--- src/rtl/stone_drawer_if.sv ---
// Bus between the stone drawer and its environment (stone RAM, rope controller, VGA plotter).
// Signal directions are named from the drawer's point of view.
interface stone_drawer_if;
  logic        start_i;
  logic [3:0]  quantity_i;
  logic [31:0] ram_data_i;
  logic        draw_stone_flag_o;
  logic [3:0]  draw_index_o;
  logic [8:0]  vga_x_o;
  logic [7:0]  vga_y_o;
  logic [2:0]  colour_o;
  logic        plot_o;
  logic        done_o;

  modport master (
    output start_i, quantity_i, ram_data_i,
    input  draw_stone_flag_o, draw_index_o, vga_x_o, vga_y_o, colour_o, plot_o, done_o
  );

  modport slave (
    input  start_i, quantity_i, ram_data_i,
    output draw_stone_flag_o, draw_index_o, vga_x_o, vga_y_o, colour_o, plot_o, done_o
  );
endinterface

--- src/rtl/stone_drawer.sv ---
// Walks the stone records in the shared RAM and plots each visible stone as a
// SIZE x SIZE square, clipped to the 320x240 screen.
module stone_drawer #(
  parameter int         SIZE        = 16,
  parameter logic [2:0] COL_STONE   = 3'b111,
  parameter logic [2:0] COL_GOLD    = 3'b110,
  parameter logic [2:0] COL_DIAMOND = 3'b011,
  parameter logic [2:0] COL_OTHER   = 3'b101
) (
  input  logic          clock,
  input  logic          resetn,
  stone_drawer_if.slave bus
);
  localparam int CW = (SIZE > 1) ? $clog2(SIZE) : 1;
  localparam logic [CW-1:0] LAST = CW'(SIZE - 1);

  localparam logic [2:0] S_IDLE     = 3'd0;
  localparam logic [2:0] S_SET_ADDR = 3'd1;
  localparam logic [2:0] S_WAIT     = 3'd2;
  localparam logic [2:0] S_LOAD     = 3'd3;
  localparam logic [2:0] S_DRAW     = 3'd4;
  localparam logic [2:0] S_NEXT     = 3'd5;
  localparam logic [2:0] S_DONE     = 3'd6;

  function automatic logic [2:0] colour_of(input logic [1:0] kind);
    case (kind)
      2'd0:    return COL_STONE;
      2'd1:    return COL_GOLD;
      2'd2:    return COL_DIAMOND;
      default: return COL_OTHER;
    endcase
  endfunction

  logic [2:0]    state_q, state_d;
  logic [3:0]    qty_q, qty_d;
  logic [3:0]    idx_q, idx_d;
  logic [8:0]    x_q, x_d;
  logic [7:0]    y_q, y_d;
  logic [1:0]    type_q, type_d;
  logic [CW-1:0] dx_q, dx_d;
  logic [CW-1:0] dy_q, dy_d;
  logic          flag_q, plot_q, done_q;
  logic [8:0]    vga_x_q;
  logic [7:0]    vga_y_q;
  logic [2:0]    colour_q;
  logic [9:0]    px_s;
  logic [8:0]    py_s;
  logic          plot_s;
  logic          unused_ok_s;

  assign unused_ok_s = ^{bus.ram_data_i[22:19], bus.ram_data_i[10:4], bus.ram_data_i[0]};

  // Next-state logic: record walk, square raster and pixel of the coming cycle
  always_comb begin
    state_d = state_q;
    qty_d   = qty_q;
    idx_d   = idx_q;
    x_d     = x_q;
    y_d     = y_q;
    type_d  = type_q;
    dx_d    = dx_q;
    dy_d    = dy_q;
    case (state_q)
      S_IDLE: begin
        if (bus.start_i) begin
          qty_d   = bus.quantity_i;
          idx_d   = 4'd0;
          state_d = (bus.quantity_i == 4'd0) ? S_DONE : S_SET_ADDR;
        end else begin
          state_d = S_IDLE;
        end
      end
      S_SET_ADDR: state_d = S_WAIT;
      S_WAIT:     state_d = S_LOAD;
      S_LOAD: begin
        x_d     = bus.ram_data_i[31:23];
        y_d     = bus.ram_data_i[18:11];
        type_d  = bus.ram_data_i[3:2];
        dx_d    = '0;
        dy_d    = '0;
        state_d = bus.ram_data_i[1] ? S_DRAW : S_NEXT;
      end
      S_DRAW: begin
        if (dx_q == LAST) begin
          dx_d = '0;
          if (dy_q == LAST) begin
            state_d = S_NEXT;
          end else begin
            dy_d = dy_q + CW'(1);
          end
        end else begin
          dx_d = dx_q + CW'(1);
        end
      end
      S_NEXT: begin
        // Index returns to 0 as the pass finishes so DONE shows the rest address
        if (({1'b0, idx_q} + 5'd1) >= {1'b0, qty_q}) begin
          idx_d   = 4'd0;
          state_d = S_DONE;
        end else begin
          idx_d   = idx_q + 4'd1;
          state_d = S_SET_ADDR;
        end
      end
      S_DONE:  state_d = S_IDLE;
      default: state_d = S_IDLE;
    endcase

    // Wide sums so off-screen pixels are clipped rather than wrapped
    px_s   = {1'b0, x_d} + 10'(dx_d);
    py_s   = {1'b0, y_d} + 9'(dy_d);
    plot_s = (state_d == S_DRAW) && (px_s < 10'd320) && (py_s < 9'd240);
  end

  // State and output registers; every output comes straight from a flop
  always_ff @(posedge clock) begin
    if (!resetn) begin
      state_q  <= S_IDLE;
      qty_q    <= 4'd0;
      idx_q    <= 4'd0;
      x_q      <= 9'd0;
      y_q      <= 8'd0;
      type_q   <= 2'd0;
      dx_q     <= '0;
      dy_q     <= '0;
      flag_q   <= 1'b0;
      plot_q   <= 1'b0;
      done_q   <= 1'b0;
      vga_x_q  <= 9'd0;
      vga_y_q  <= 8'd0;
      colour_q <= 3'd0;
    end else begin
      state_q <= state_d;
      qty_q   <= qty_d;
      idx_q   <= idx_d;
      x_q     <= x_d;
      y_q     <= y_d;
      type_q  <= type_d;
      dx_q    <= dx_d;
      dy_q    <= dy_d;
      flag_q  <= (state_d != S_IDLE) && (state_d != S_DONE);
      plot_q  <= plot_s;
      done_q  <= (state_d == S_DONE);
      if (plot_s) begin
        vga_x_q  <= px_s[8:0];
        vga_y_q  <= py_s[7:0];
        colour_q <= colour_of(type_d);
      end else begin
        vga_x_q  <= vga_x_q;
        vga_y_q  <= vga_y_q;
        colour_q <= colour_q;
      end
    end
  end

  assign bus.draw_stone_flag_o = flag_q;
  assign bus.draw_index_o      = idx_q;
  assign bus.vga_x_o           = vga_x_q;
  assign bus.vga_y_o           = vga_y_q;
  assign bus.colour_o          = colour_q;
  assign bus.plot_o            = plot_q;
  assign bus.done_o            = done_q;
endmodule

--- src/flat_wrapper.sv ---
// flat-port wrapper written by rule: the top's interface ports become plain ports
module stone_drawer_flat 
#(
  parameter int         SIZE        = 16,
  parameter logic [2:0] COL_STONE   = 3'b111,
  parameter logic [2:0] COL_GOLD    = 3'b110,
  parameter logic [2:0] COL_DIAMOND = 3'b011,
  parameter logic [2:0] COL_OTHER   = 3'b101
)
  (clock, resetn, bus_start_i, bus_quantity_i, bus_ram_data_i, bus_draw_stone_flag_o, bus_draw_index_o, bus_vga_x_o, bus_vga_y_o, bus_colour_o, bus_plot_o, bus_done_o);
  stone_drawer_if bus_i ();
  input  logic clock;
  input  logic resetn;
  input wire logic [$bits(bus_i.start_i)-1:0] bus_start_i;
  input wire logic [$bits(bus_i.quantity_i)-1:0] bus_quantity_i;
  input wire logic [$bits(bus_i.ram_data_i)-1:0] bus_ram_data_i;
  output wire logic [$bits(bus_i.draw_stone_flag_o)-1:0] bus_draw_stone_flag_o;
  output wire logic [$bits(bus_i.draw_index_o)-1:0] bus_draw_index_o;
  output wire logic [$bits(bus_i.vga_x_o)-1:0] bus_vga_x_o;
  output wire logic [$bits(bus_i.vga_y_o)-1:0] bus_vga_y_o;
  output wire logic [$bits(bus_i.colour_o)-1:0] bus_colour_o;
  output wire logic [$bits(bus_i.plot_o)-1:0] bus_plot_o;
  output wire logic [$bits(bus_i.done_o)-1:0] bus_done_o;
  assign bus_i.start_i = bus_start_i;
  assign bus_i.quantity_i = bus_quantity_i;
  assign bus_i.ram_data_i = bus_ram_data_i;
  assign bus_draw_stone_flag_o = bus_i.draw_stone_flag_o;
  assign bus_draw_index_o = bus_i.draw_index_o;
  assign bus_vga_x_o = bus_i.vga_x_o;
  assign bus_vga_y_o = bus_i.vga_y_o;
  assign bus_colour_o = bus_i.colour_o;
  assign bus_plot_o = bus_i.plot_o;
  assign bus_done_o = bus_i.done_o;
  stone_drawer #(.SIZE(SIZE), .COL_STONE(COL_STONE), .COL_GOLD(COL_GOLD), .COL_DIAMOND(COL_DIAMOND), .COL_OTHER(COL_OTHER)) u_core (.clock(clock), .resetn(resetn), .bus(bus_i));
endmodule
--- config.mk ---
export PLATFORM = sky130hd
export DESIGN_NAME = stone_drawer_flat
export DESIGN_NICKNAME = d
export VERILOG_FILES = /design/src/rtl/stone_drawer_if.sv /design/src/rtl/stone_drawer.sv /design/src/flat_wrapper.sv
export SDC_FILE = /design/constraint.sdc
export NUM_CORES = 1
export LEC_CHECK = 0
export CAP_MARGIN = 20
export CORE_MARGIN = 2
export CORE_UTILIZATION = 40
export CTS_CLUSTER_DIAMETER = 120
export DETAILED_ROUTE_END_ITERATION = 10
export GPL_TIMING_DRIVEN = 0
export PLACE_DENSITY = 0.61
export SETUP_SLACK_MARGIN = 0.1
export SLEW_MARGIN = 20
export SYNTH_ARGS = -nofsm -noshare
export SYNTH_HDL_FRONTEND = slang
export SYNTH_SLANG_ARGS = --single-unit
--- constraint.sdc ---
create_clock -name clock -period 7.15 [get_ports clock]
set_input_delay 1.0725 -clock clock [delete_from_list [all_inputs] [get_ports clock]]
set_output_delay 1.0725 -clock clock [all_outputs]
set_load 0.005 [all_outputs]
; ---- After elaboration in Yosys (flattened, before gate mapping)
; Cells that the tools add are included.
[classes]
eq_ne = 13
n_lt_le_gt_ge = 3
reduce_logical = 10
n_mux = 19
add_sub_neg = 6
[ops]
columns = op, n
row1 = 4-bit one-hot mux with 2 select lines, 3
row2 = 4-bit two-way mux, 5
row3 = 3-bit one-hot mux with 6 select lines, 1
row4 = 3-bit two-way mux, 5
row5 = "4-bit by 1-bit adder with 4-bit output, second input constant", 3
row6 = "3-bit == test, second input constant", 4
row7 = 9-bit by 4-bit adder with 10-bit output, 1
row8 = "10-bit by 9-bit less-than comparator with 1-bit output, second input constant", 1
row9 = 8-bit by 4-bit adder with 9-bit output, 1
row10 = "9-bit by 8-bit less-than comparator with 1-bit output, second input constant", 1
row11 = 9-bit two-way mux, 1
row12 = 3-bit one-hot mux with 3 select lines, 1
row13 = "4-bit == test, second input constant", 2
row14 = 8-bit two-way mux, 1
row15 = "3-bit by 2-bit == test with 1-bit output, second input constant", 2
row16 = "4-bit by 1-bit adder with 5-bit output, second input constant", 1
row17 = 5-bit by 4-bit greater-or-equal comparator with 1-bit output, 1
row18 = 4-bit logical NOT, 1
row19 = 2-bit AND reduction, 2
row20 = "3-bit by 1-bit == test with 1-bit output, second input constant", 1
row21 = 1-bit logical AND, 3
row22 = 3-bit logical NOT, 1
row23 = "3-bit != test, second input constant", 1
row24 = 3-bit nonzero test, 1
row25 = 7 further kinds, 7
[totals]
in_bits = 39
reg_bits = 61
output_inout_bits = 27
elab_cells = 65

; ---- Logic depth before layout (Yosys ltp)
; Gate-level depths: netlist of run 1.
[logic_depth]
ltp_word = 7
mapped_depth = 18
ltp_nobuf = 15

; ---- Worst setup path after synthesis of run 1
; OpenSTA, ideal clock, no wires.
[synth_path]
path_kind = reg-to-reg
from = register u_core.state_q[2]
to = register u_core.vga_x_q[3] (netlist: u_core.bus.vga_x_o[3])
synth_period_minus_slack_ps = 3451
required_ps = 7025
t_arrival_ps = 3326
slack_ps = 3699
setup_time_ps = 125
n_path_buf = 3
path_stages_with_launch = 18
path_cell_list = dfxtp_1 > buf_4 > or3b_1 > buf_2 > nor2_1 > nand2_1 > nand3_1 > o21ai_0 > ha_1 > fa_1 > a21o_1 > a21oi_1 > a221o_1 > o31ai_1 > nor4_4 > o21ai_2 > buf_6 > mux2i_1
[synth_via]
elab_cells_between_ends = 20
cone_classes = add/sub: 2 / order compare: 2 / eq/ne: 6 / mux: 7 / reduce/logical: 3
[synth_lines]
columns = item, line
row1 = "start, declared", stone_drawer.sv:34  ; logic [2:0] state_q, state_d;
row2 = "start signal, assigned", stone_drawer.sv:133  ; state_q <= state_d;
row3 = 3-bit == test / 3-bit by 2-bit == test with 1-bit output (equally long branches), stone_drawer.sv:63  ; case (state_q)
row4 = 4-bit one-hot mux with 2 select lines (*), stone_drawer.sv:63
row5 = named net u_core.dy_d[0], stone_drawer.sv:41  ; logic [CW-1:0] dy_q, dy_d;
row6 = 8-bit by 4-bit adder with 9-bit output (*), stone_drawer.sv:111  ; py_s = {1'b0, y_d} + 9'(dy_d);
row7 = 9-bit by 8-bit less-than comparator with 1-bit output (*), stone_drawer.sv:112  ; plot_s = (state_d == S_DRAW) && (px_s < 10'd320) && (py_s < 9'd240);
row8 = 1-bit logical AND (*), stone_drawer.sv:112
row9 = "end signal, assigned", stone_drawer.sv:145  ; vga_x_q <= px_s[8:0];
row10 = "end signal, assigned", stone_drawer.sv:149  ; vga_x_q <= vga_x_q;
row11 = "end, declared", stone_drawer.sv:43  ; logic [8:0] vga_x_q;
; Mark *: on every way through the listed nets, which the timed path passes. The rest lies on a longest branch.
; A chain may end at the register's enable or synchronous reset.

; ---- Final worst setup path of run 1
; Same ends and word-level chain as after synthesis.

==> metrics.md, run 1 <==
| Metric | Value |
|---|---|
| Logic pwr share | 24.2% |
| TritonCTS buffer count | 9 |
| Worst Reg-to-Reg Cells | 17 |
| Worst vdd rail ir drop | 0.132 mV |
| Reg2Reg Setup Slack | 3.18 ns |
| Reg2reg start | u_core.state_q[2] |
| Clk_skew | 0.00975 ns |
| Post-cts resize count | 0 |
| Clk root buf | clkbuf_8 |
| Share of the synthesized area in the top cell type | 37.6% |
| CTS tree | built |
| Cells after Synth | 386 |
| RSZ-0062 raised after global routing | false |
| Area grow syn2layout | 26.1% |
| Initial Util | 41.6% |
| Largest delay share family, worst path | compound AO/OA/AOI/OAI gates |
| Max transition margin | 37.7% |
| Post-CTS Hold Fix Bufs | 0 |
| H-tree levels | 3 |
| Initial antenna violation count | 0 |
| Clk slew on worst S/H paths | 0.07 ns |
| Tcrit/Tclk final | 55.5% |
| Max_cap viols | 0 |
| Clock latency on the worst-skew pair | 0.34 ns |
| Fmax | 0.252 GHz |
| Post-Syn Area | 0.00325 mm^2 |
| Fin crit period | 3.97 ns |
| Crit path capture type | flip-flop |
| Internal Power | 0.628 mW |
| DP HPWL | 6020 um |
| Critical-path cell list | buf_4 > or3b_1 > buf_2 > nor2_1 > nand2_1 > nand3_1 > o21ai_0 > ha_1 > fa_1 > a21o_1 > a21oi_1 > a221o_1 > o31ai_1 > nor4_4 > o21ai_2 > buf_6 > mux2i_1 |
| Synthesized flop and latch total | 61 |
| Critical path arrival | 4.19 ns |
| Port Buffers | 52 |
| CORE AREA | 0.00781 mm^2 |
| Overflow after GRT | 0 |
| Crit. Startpoint | u_core.state_q[2] |
| Final antenna diode count | 0 |
| Switching power | 0.273 mW |
| Routed via count | 2,867 |
| Slew @ Worst Pin | 0.929 ns |
| Register area | 0.00122 mm^2 |
| Worst Setup Path Type | reg -> reg |
| Final WL | 7950 um |
| Avg Inst Size Synth | 8.42 um^2 |
| Die area | 0.00886 mm^2 |
| Setup TNS | 0 ns |
| CP max-delay cell | fa_1 |
| Yosys top cell by area | dfxtp_1 |
| Sequential share of power | 41.5% |
| DRC viols | 0 |
| Cell count along the critical path | 17 |
| Layout Nets | 505 |
| Status | finished, final reports clean |
| LEAKAGE | 1.68 nW |
| Total track usage | 19.5% |
| Sw Ratio | 30.3% |
| CTS max path bufs | 2 |
| Slowest stage delay, CP | 0.44 ns |
| Post-CTS Setup Bufs | 0 |
| Final Hold Viols | 0 |
| Buf+Inv Stages, Crit Path | 3 |
| DR pass1 iterations | 4 |
| Vias in the first global route | 2,791 |
| Hold-critical path depth | 2 |
| Die Span Y | 94.1 um |
| Multi-input logic area | 0.00188 mm^2 |
| Rows | 32 |
| Fraction of layout cells with a size suffix above 1 | 6.83% |
| EDFF count, synth | 0 |
| Routed Antenna Nets | 0 |
| Worst hold start | u_core.qty_q[1] |
| First-pass GRT wire length | 13,200 um |
| Synth area leaders | dfxtp_1, mux2i_1, nand2_1 |
| Drt first-iter violations | 102 |
| Endpoints failing setup | 0 |
| Gpl congestion | 0.838 |
| # fillers | 784 |
| Power share of the clock group | 34.3% |
| Cell with the most instances after synthesis | nand2_1 |
| Ys Warns | 0 |
| Hold_ws | 0.457 ns |
| Startpoint types | flip-flop |
| Largest net degree at the start of global routing | 13 |
| Ys flop type | dfxtp_1 |
| Yosys cell types | 49 |
| P per Cell Area | 220 mW/mm^2 |
| Fraction of registers with async set/reset | 0% |
| Io pins | 66 |
| Worst Hold Class | reg -> reg |
| Clock tree sinks | 61 |
| Largest fanout on the critical path | 10 |
| Post-synth top cells | nand2_1, dfxtp_1, nor2_1 |
| Worst Path Required | 7.38 ns |
| Sequential area share after synthesis | 37.6% |
| Slew Viols, Final | 0 |
| Die Wd | 94.1 um |
| Vias per cell | 5.16 |
| Routed length per instance | 14.3 um |
| Syn_nets | 442 |
==> layout by cell type, fill, tap and decap left out, types with 2 or more instances in the layout <==
cell / Yosys / routed
nand2_1: 67 / 67
dfxtp_1: 61 / 61
clkdlybuf4s50_1: 0 / 52
nor2_1: 36 / 36
a21oi_1: 29 / 29
mux2i_1: 29 / 29
nand3_1: 17 / 17
o21ai_0: 16 / 16
ha_1: 15 / 15
clkbuf_1: 10 / 10
inv_1: 10 / 10
nand2b_1: 10 / 10
clkbuf_8: 0 / 9
xnor2_1: 7 / 7
and2_1: 7 / 7
xor2_1: 6 / 6
a21o_1: 5 / 5
or3_1: 5 / 5
buf_6: 4 / 4
a211oi_1: 4 / 4
nand3b_1: 3 / 3
a22oi_1: 3 / 3
nand4_1: 3 / 3
nor3_1: 3 / 3
o31ai_1: 3 / 3
clkinvlp_4: 0 / 3
buf_4: 2 / 2
buf_2: 2 / 2
nor3b_1: 2 / 2
a211o_1: 2 / 2
o211ai_1: 2 / 2
nor4_1: 2 / 2
fa_1: 2 / 2
==> tightest hold or removal path, cell delays in order (launching register included) <==
cell	delay [ns]
dfxtp_1	0.31
nand2_1	0.05
a21oi_1	0.05
==> per-stage QoR <==
step                      util (%)  total power, mW  cells  setup WS, ns  instance area, um^2
after floorplan                  -            0.528    386          3.70                 3250
after global placement        49.9            0.598    540          3.22                 3900
after detailed placement      49.9            0.601    540          3.19                 3900
after CTS                     52.5            0.911    556          3.19                 4100
after global routing          52.5            0.956    556          2.79                 4100
final                         52.5            0.901    556          3.18                 4100
==> path summary, 6_finish.rpt <==
check,end
worst min-delay path,u_core.qty_q[1]
worst max register to register,u_core.bus.vga_x_o[3]
worst max-delay path,u_core.bus.vga_x_o[3]
worst min register to register,u_core.qty_q[1]
==> power groups by stage <==
| stage | Sequential, mW | Clock [mW] | Combinational, mW |
|---|---|---|---|
| 3_5_place_dp | 0.382 | 0 | 0.218 |
| 4_1_cts | 0.375 | 0.317 | 0.219 |
| 6_report | 0.374 | 0.309 | 0.218 |
| 5_1_grt | 0.377 | 0.336 | 0.242 |
| 2_1_floorplan | 0.382 | 0 | 0.146 |
| 3_3_place_gp | 0.382 | 0 | 0.216 |
==> cells by family after synthesis <==
| group | after synthesis | share of synthesized area, % |
|---|---|---|
| AND/OR/NAND/NOR | 162 | 23.7 |
| AO/OA/AOI/OAI | 73 | 13.6 |
| flip-flops | 61 | 37.6 |
| multiplexers | 31 | 9.97 |
| buffers and inverters | 29 | 4.58 |
| adder cells (fa/ha/maj) | 17 | 7.01 |
| XOR/XNOR | 13 | 3.50 |
==> state kept, by name (all words and copies together), names as in the netlist <==
register	flops
u_core.qty_q	4
u_core.bus.colour_o	3
u_core.dx_q	4
u_core.bus.plot_o	1
u_core.bus.vga_y_o	8
u_core.x_q	9
u_core.bus.draw_stone_flag_o	1
u_core.bus.draw_index_o	4
u_core.bus.vga_x_o	9
u_core.state_q	3
u_core.dy_q	4
u_core.bus.done_o	1
u_core.y_q	8
u_core.type_q	2
==> routing by layer <==
metal  routed length (um)  GRT usage [%]
met1                 3720           24.6
met2                 3790           32.3
met3                  316           4.74
met4                  133           6.64
met5                    0              0
==> cell type report <==
type,instances,area share (%)
plain buffers,19,2.72
repair buffers,52,12.7
inverters,10,0.916
multi-input cells,296,45.9
clock inverters,7,1.83
flip-flops and latches,61,29.8
well taps,102,3.12
clock buffers,9,3.02
Note: power is estimated with default switching activity, not from simulation.
==> inputs of run 2 (changes only) <==
Clock period 7.15 ns to 4 ns, I/O delays scaled along.
==> metrics.md, run 2 (synthesized netlist as in run 1, its figures left out) <==
| Metric | Value |
|---|---|
| Worst vdd rail ir drop | 0.236 mV (+79%) |
| Layout Nets | 507 (+0.40%) |
| Max_cap viols | 0 (unchanged) |
| Pre-CTS setup slack | 0.0637 ns (-3.12 ns) |
| Crit. Startpoint | u_core.state_q[0] |
| Critical-path cell list | buf_6 > and3b_4 > buf_4 > buf_2 > nor2_4 > nand2_1 > o21ai_0 > ha_1 > inv_1 > fa_1 > nand2b_1 > nand2b_1 > a21oi_1 > nor2_1 > xor2_1 > o21ai_2 > buf_6 > mux2i_1 |
| Hold-critical path depth | 2 (unchanged) |
| Status | finished, final reports clean |
| Clock tree sinks | 61 (unchanged) |
| Worst Reg-to-Reg Cells | 18 (+1) |
| Worst Setup Path Type | reg -> reg |
| Clock latency on the worst-skew pair | 0.34 ns (about the same) |
| Commonest non-fill, non-tap cell in the layout | nand2_1 |
| P per Cell Area | 388 mW/mm^2 (+76%) |
| Initial Util | 41.6% (unchanged) |
| Routed via count | 2,886 (+0.66%) |
| Tcrit/Tclk final | 89.8% (+34 points) |
| Clk root buf | clkbuf_8 |
| TritonCTS buffer count | 9 (unchanged) |
| Register area | 0.00122 mm^2 (unchanged) |
| Crit path capture type | flip-flop |
| Most frequent cells in the layout | nand2_1, dfxtp_1, clkdlybuf4s50_1 |
| Worst Hold Class | reg -> reg |
| Routed length per instance | 14.3 um (+0.27%) |
| Internal Power | 1.13 mW (+79%) |
| Final WS setup | 0.410 ns (-2.77 ns) |
| Final WL | 8000 um (+0.63%) |
| DRC viols | 0 (unchanged) |
| Fraction of layout cells with a size suffix above 1 | 9.43% (+2.6 points) |
| Buf+Inv Stages, Crit Path | 5 (+2) |
| Initial antenna violation count | 0 (unchanged) |
| Largest fanout on the critical path | 10 (unchanged) |
| Met2 routed WL | 3850 um (+1.5%) |
| Setup TNS | 0 ns (unchanged) |
| Cell count along the critical path | 18 (+1) |
| DR pass1 iterations | 4 (unchanged) |
| Logic pwr share | 24.6% (+0.4 points) |
| Slew @ Worst Pin | 0.917 ns (-0.0126 ns) |
| Critical path arrival | 3.86 ns (-0.33 ns) |
| First-pass GRT wire length | 13,300 um (+0.26%) |
| Gpl congestion | 0.838 (unchanged) |
| Switching power | 0.491 mW (+80%) |
| Total track usage | 19.5% (+0.034 points) |
| Max transition margin | 38.5% (+0.84 points) |
| Vias per cell | 5.17 (+0.30%) |
| # fillers | 783 (-0.13%) |
| Uppermost routed layer | met4 |
| Area grow syn2layout | 28.2% |
| Rows | 32 (unchanged) |
| Final Hold Viols | 0 (unchanged) |
| Worst Path Required | 4.27 ns (-3.11 ns) |
| Design Power | 1.62 mW (+79%) |
| Die Span Y | 94.1 um (unchanged) |
| Power share of the clock group | 34.1% (-0.2 points) |
| Final antenna diode count | 0 (unchanged) |
| Met1 WL | 3720 um (+0.13%) |
| H-tree levels | 3 (unchanged) |
| CORE AREA | 0.00781 mm^2 (unchanged) |
| CP max-delay cell | buf_2 |
| Sequential share of power | 41.4% (about the same) |
| Slew Viols, Final | 0 (unchanged) |
| CTS tree | built |
| Die area | 0.00886 mm^2 (unchanged) |
| Largest delay share family, worst path | buffers and inverters |
| Endpoints failing setup | 0 (unchanged) |
| Routed Antenna Nets | 0 (unchanged) |
| Sw Ratio | 30.4% (+0.053 points) |
| Port Buffers | 52 (unchanged) |
| Fin crit period | 3.59 ns (-0.375 ns) |
| Drt first-iter violations | 102 (unchanged) |
| Die Wd | 94.1 um (unchanged) |
| Post-CTS Hold Fix Bufs | 0 (unchanged) |
| Multi-input logic area | 0.00193 mm^2 (+2.8%) |
| RSZ-0062 raised after global routing | false |
| Clk slew on worst S/H paths | 0.07 ns (about the same) |
| Clk_skew | 0.00805 ns (-0.00170 ns) |
| Largest net degree at the start of global routing | 13 (unchanged) |
| Overflow after GRT | 0 (unchanged) |
| Slowest stage delay, CP | 0.34 ns (-0.10 ns) |
| Reg2reg start | u_core.state_q[0] |
| Vias in the first global route | 2,804 (+0.47%) |
| LEAKAGE | 1.70 nW (+1.2%) |
| Fmax | 0.279 GHz (+10%) |
| Met3 WL post-DR | 277 um (-12%) |
| Worst hold start | u_core.qty_q[1] |
| Startpoint types | flip-flop |
| Io pins | 66 (unchanged) |
| DP HPWL | 6020 um (unchanged) |
| CTS max path bufs | 2 (unchanged) |
[run 2: cell types whose count changed in the layout (fill, tap and decap cells not counted), sizes merged]
cell	previous run	this run
buf	9	11
[run 2: worst reg2reg max path: cells and delay by family (launching register included)]
kind / cells / cell delay, ns
adders and majority gates: 2 / 0.43
muxes: 1 / 0.20
xor gates and xnor gates: 1 / 0.18
AOI/OAI and AO/OA: 3 / 0.66
DFF: 1 / 0.33
buffers and inverters: 5 / 0.97
and+or+nand+nor: 6 / 0.76
[run 2: layout make-up]
type	count	area share, %
buffer	19	2.73
clock inverter	7	1.80
inverter	10	0.901
timing repair buffer	54	12.9
sequential	61	29.3
tap	102	3.06
clock buffer	9	2.97
multi-input combinational	296	46.4
[run 2: repair_timing]
| item | CTS | global route |
|---|---|---|
| cloned | 0 | 0 |
| setup endpoints to repair | 19 | 21 |
| setup buffers | 0 | 2 |
| pin swaps | 0 | 2 |
| resized for setup | 2 | 15 |
[run 2: layer usage]
| layer | vias up | GRT usage [%] |
|---|---|---|
| li1 | 1471 | - |
| met2 | 47 | 32.5 |
| met1 | 1355 | 24.6 |
| met4 | 0 | 6.64 |
| met5 | - | 0 |
| met3 | 13 | 4.74 |
[run 2: worst paths after layout]
check | end | slack, ns
max | u_core.bus.vga_x_o[5] | 0.41
max reg2reg | u_core.bus.vga_x_o[5] | 0.41
min | u_core.qty_q[1] | 0.46
min reg2reg | u_core.qty_q[1] | 0.46
[run 2: power groups by stage]
stage | logic [mW] | clock network [mW] | registers [mW]
3_5_place_dp | 0.390 | 0 | 0.683
4_1_cts | 0.392 | 0.567 | 0.669
2_1_floorplan | 0.261 | 0 | 0.682
6_report | 0.397 | 0.551 | 0.669
3_3_place_gp | 0.386 | 0 | 0.682
5_1_grt | 0.441 | 0.601 | 0.674
[run 2: stage by stage]
stage	utilization [%]	instances	hold WS [ns]	area, um^2
after CTS	52.6	556	0.458	4100
after global routing	53.4	558	0.477	4170
final	53.4	558	0.458	4170
after detailed placement	49.9	540	0.448	3900
after global placement	49.9	540	0.444	3900
after floorplan	-	386	0.436	3250
==> inputs of run 3 (changes only) <==
Settings changed: GPL_ROUTABILITY_DRIVEN from default to 0, PLACE_DENSITY 0.61 to default, PLACE_DENSITY_LB_ADDON from default to 0.15.
==> metrics.md, run 3 (synthesized netlist as in run 1, its figures left out) <==
| Metric | Value |
|---|---|
| Status | finished, final reports clean |
| Clk_skew | 0.00736 ns (-0.000695 ns) |
| DP HPWL | 6020 um (about the same) |
| Initial Util | 41.6% (unchanged) |
| Clock tree sinks | 61 (unchanged) |
| Rows | 32 (unchanged) |
| Max_cap viols | 0 (unchanged) |
| Met3 WL post-DR | 262 um (-5.4%) |
| Internal Power | 1.14 mW (+1.1%) |
| First-pass GRT wire length | 13,100 um (-1.6%) |
| LEAKAGE | 1.69 nW (-0.67%) |
| Switching power | 0.483 mW (-1.6%) |
| Final antenna diode count | 0 (unchanged) |
| Routed via count | 2,867 (-0.66%) |
| Logic pwr share | 24.2% (-0.4 points) |
| Area grow syn2layout | 27.3% |
| Overflow after GRT | 0 (unchanged) |
| Final Hold Viols | 0 (unchanged) |
| Slew Viols, Final | 0 (unchanged) |
| Met2 routed WL | 3720 um (-3.4%) |
| P per Cell Area | 392 mW/mm^2 (+1.0%) |
| Routed Antenna Nets | 0 (unchanged) |
| Critical path arrival | 3.91 ns (+0.05 ns) |
| Commonest non-fill, non-tap cell in the layout | nand2_1 |
| TritonCTS buffer count | 9 (unchanged) |
| Largest delay share family, worst path | simple AND/OR/NAND/NOR gates |
| RSZ-0062 raised after global routing | false |
| Startpoint types | flip-flop |
| Power share of the clock group | 34.5% (+0.4 points) |
| CORE AREA | 0.00781 mm^2 (unchanged) |
| Die Span Y | 94.1 um (unchanged) |
| Die area | 0.00886 mm^2 (unchanged) |
| Endpoints failing setup | 0 (unchanged) |
| Clock latency on the worst-skew pair | 0.35 ns (about the same) |
| CP max-delay cell | fa_1 |
| Initial antenna violation count | 0 (unchanged) |
| Vias per cell | 5.16 (-0.30%) |
| Slew @ Worst Pin | 0.938 ns (+0.0212 ns) |
| Placed cell count | 540 (unchanged) |
| Drt first-iter violations | 84 (-18%) |
| Total track usage | 19.2% (-0.32 points) |
| Buf+Inv Stages, Crit Path | 3 (-2) |
| Io pins | 66 (unchanged) |
| Crit path capture type | flip-flop |
| Critical-path cell list | buf_4 > or3b_1 > buf_2 > nor2_4 > nand2_1 > nand3_1 > o21ai_0 > ha_2 > fa_1 > a21o_1 > a21oi_4 > a221o_1 > o31ai_1 > nor4_4 > o21ai_2 > buf_6 > mux2i_1 |
| Clk slew on worst S/H paths | 0.07 ns (about the same) |
| Final WL | 7840 um (-2.1%) |
| Sw Ratio | 29.8% (-0.58 points) |
| CTS tree | built |
| CTS max path bufs | 2 (unchanged) |
| Uppermost routed layer | met4 |
| Largest fanout on the critical path | 10 (unchanged) |
| Vias in the first global route | 2,848 (+1.6%) |
| Fmax | 0.272 GHz (-2.4%) |
| DRC viols | 0 (unchanged) |
| Post-CTS Setup Bufs | 0 (unchanged) |
| Die Wd | 94.1 um (unchanged) |
| Layout Nets | 505 (-0.39%) |
| Worst Path Required | 4.23 ns (-0.04 ns) |
| H-tree levels | 3 (unchanged) |
| Sequential share of power | 41.3% (about the same) |
| Met1 WL | 3690 um (-0.83%) |
| Worst vdd rail ir drop | 0.167 mV (-29%) |
| Port Buffers | 52 (unchanged) |
| Slowest stage delay, CP | 0.42 ns (+0.08 ns) |
| Clk root buf | clkbuf_8 |
| Worst Hold Class | reg -> reg |
| Routed length per instance | 14.1 um (-1.7%) |
| Worst Setup Path Type | reg -> reg |
| Most frequent cells in the layout | nand2_1, dfxtp_1, clkdlybuf4s50_1 |
| Tcrit/Tclk final | 92.0% (+2.3 points) |
| Fraction of layout cells with a size suffix above 1 | 8.59% (-0.84 points) |
| Fin crit period | 3.68 ns (+0.0900 ns) |
| Largest net degree at the start of global routing | 12 (-1) |
| DR pass1 iterations | 5 (+1) |
| Max transition margin | 37.1% (-1.4 points) |
| Setup TNS | 0 ns (unchanged) |
| Finished Layout Cells | 556 (-0.36%) |
==> run 3: layout make-up <==
| type | instances | area (um^2) |
|---|---|---|
| Multi-Input combinational cell | 296 | 1910 |
| Inverter | 10 | 37.5 |
| Tap cell | 102 | 128 |
| Sequential cell | 61 | 1220 |
| Timing Repair Buffer | 52 | 520 |
| Clock buffer | 10 | 138 |
| Fill cell | 780 | 3670 |
| Buffer | 19 | 116 |
| Clock inverter | 6 | 62.6 |
==> run 3: what timing repair did <==
action                                  in CTS  in global routing
pin swaps                                    0                  2
gates resized for setup                      3                  9
hold buffers                                 0                  0
endpoints found under the setup margin      19                 21
gates cloned                                 0                  0
==> run 3: final timing paths <==
path	slack, ns	depth (start not counted)	endpoint	from
worst max register to register	0.32	17	u_core.bus.vga_x_o[3]	u_core.state_q[2]
worst max-delay path	0.32	17	u_core.bus.vga_x_o[3]	u_core.state_q[2]
worst min-delay path	0.46	2	u_core.qty_q[1]	u_core.qty_q[1]
worst min register to register	0.46	2	u_core.qty_q[1]	u_core.qty_q[1]
==> run 3: worst reg2reg max path: stages (launching register included) <==
cell	delay, ns
dfxtp_1	0.33
buf_4	0.15
or3b_1	0.34
buf_2	0.18
nor2_4	0.15
nand2_1	0.11
nand3_1	0.09
o21ai_0	0.14
ha_2	0.24
fa_1	0.42
a21o_1	0.20
a21oi_4	0.19
a221o_1	0.18
o31ai_1	0.10
nor4_4	0.30
o21ai_2	0.14
buf_6	0.18
mux2i_1	0.13
==> run 3: per-layer routing <==
metal	track usage (%)	up-vias
met2	32.4	52
met1	23.3	1332
met5	0	-
met3	3.85	16
met4	9.06	0
li1	-	1467
==> run 3: power groups by stage <==
| stage | sequential [mW] | clock (mW) | combinational, mW |
|---|---|---|---|
| global placement | 0.682 | 0 | 0.386 |
| finish | 0.669 | 0.560 | 0.392 |
| global route | 0.674 | 0.607 | 0.432 |
| CTS | 0.669 | 0.576 | 0.392 |
| floorplan | 0.682 | 0 | 0.261 |
| detailed placement | 0.683 | 0 | 0.390 |
==> run 3: through the flow <==
| step | worst slack [ns] | util (%) | instance area (um^2) | total power, mW | hold slack (ns) |
|---|---|---|---|---|---|
| 2_1_floorplan | 0.549 | - | 3250 | 0.944 | 0.436 |
| 3_3_place_gp | 0.107 | 49.9 | 3900 | 1.07 | 0.444 |
| 3_5_place_dp | 0.0369 | 49.9 | 3900 | 1.07 | 0.450 |
| 4_1_cts | 0.133 | 52.6 | 4110 | 1.64 | 0.463 |
| 5_1_grt | 0.0939 | 53.0 | 4140 | 1.71 | 0.484 |
| 6_report | 0.320 | 53.0 | 4140 | 1.62 | 0.460 |
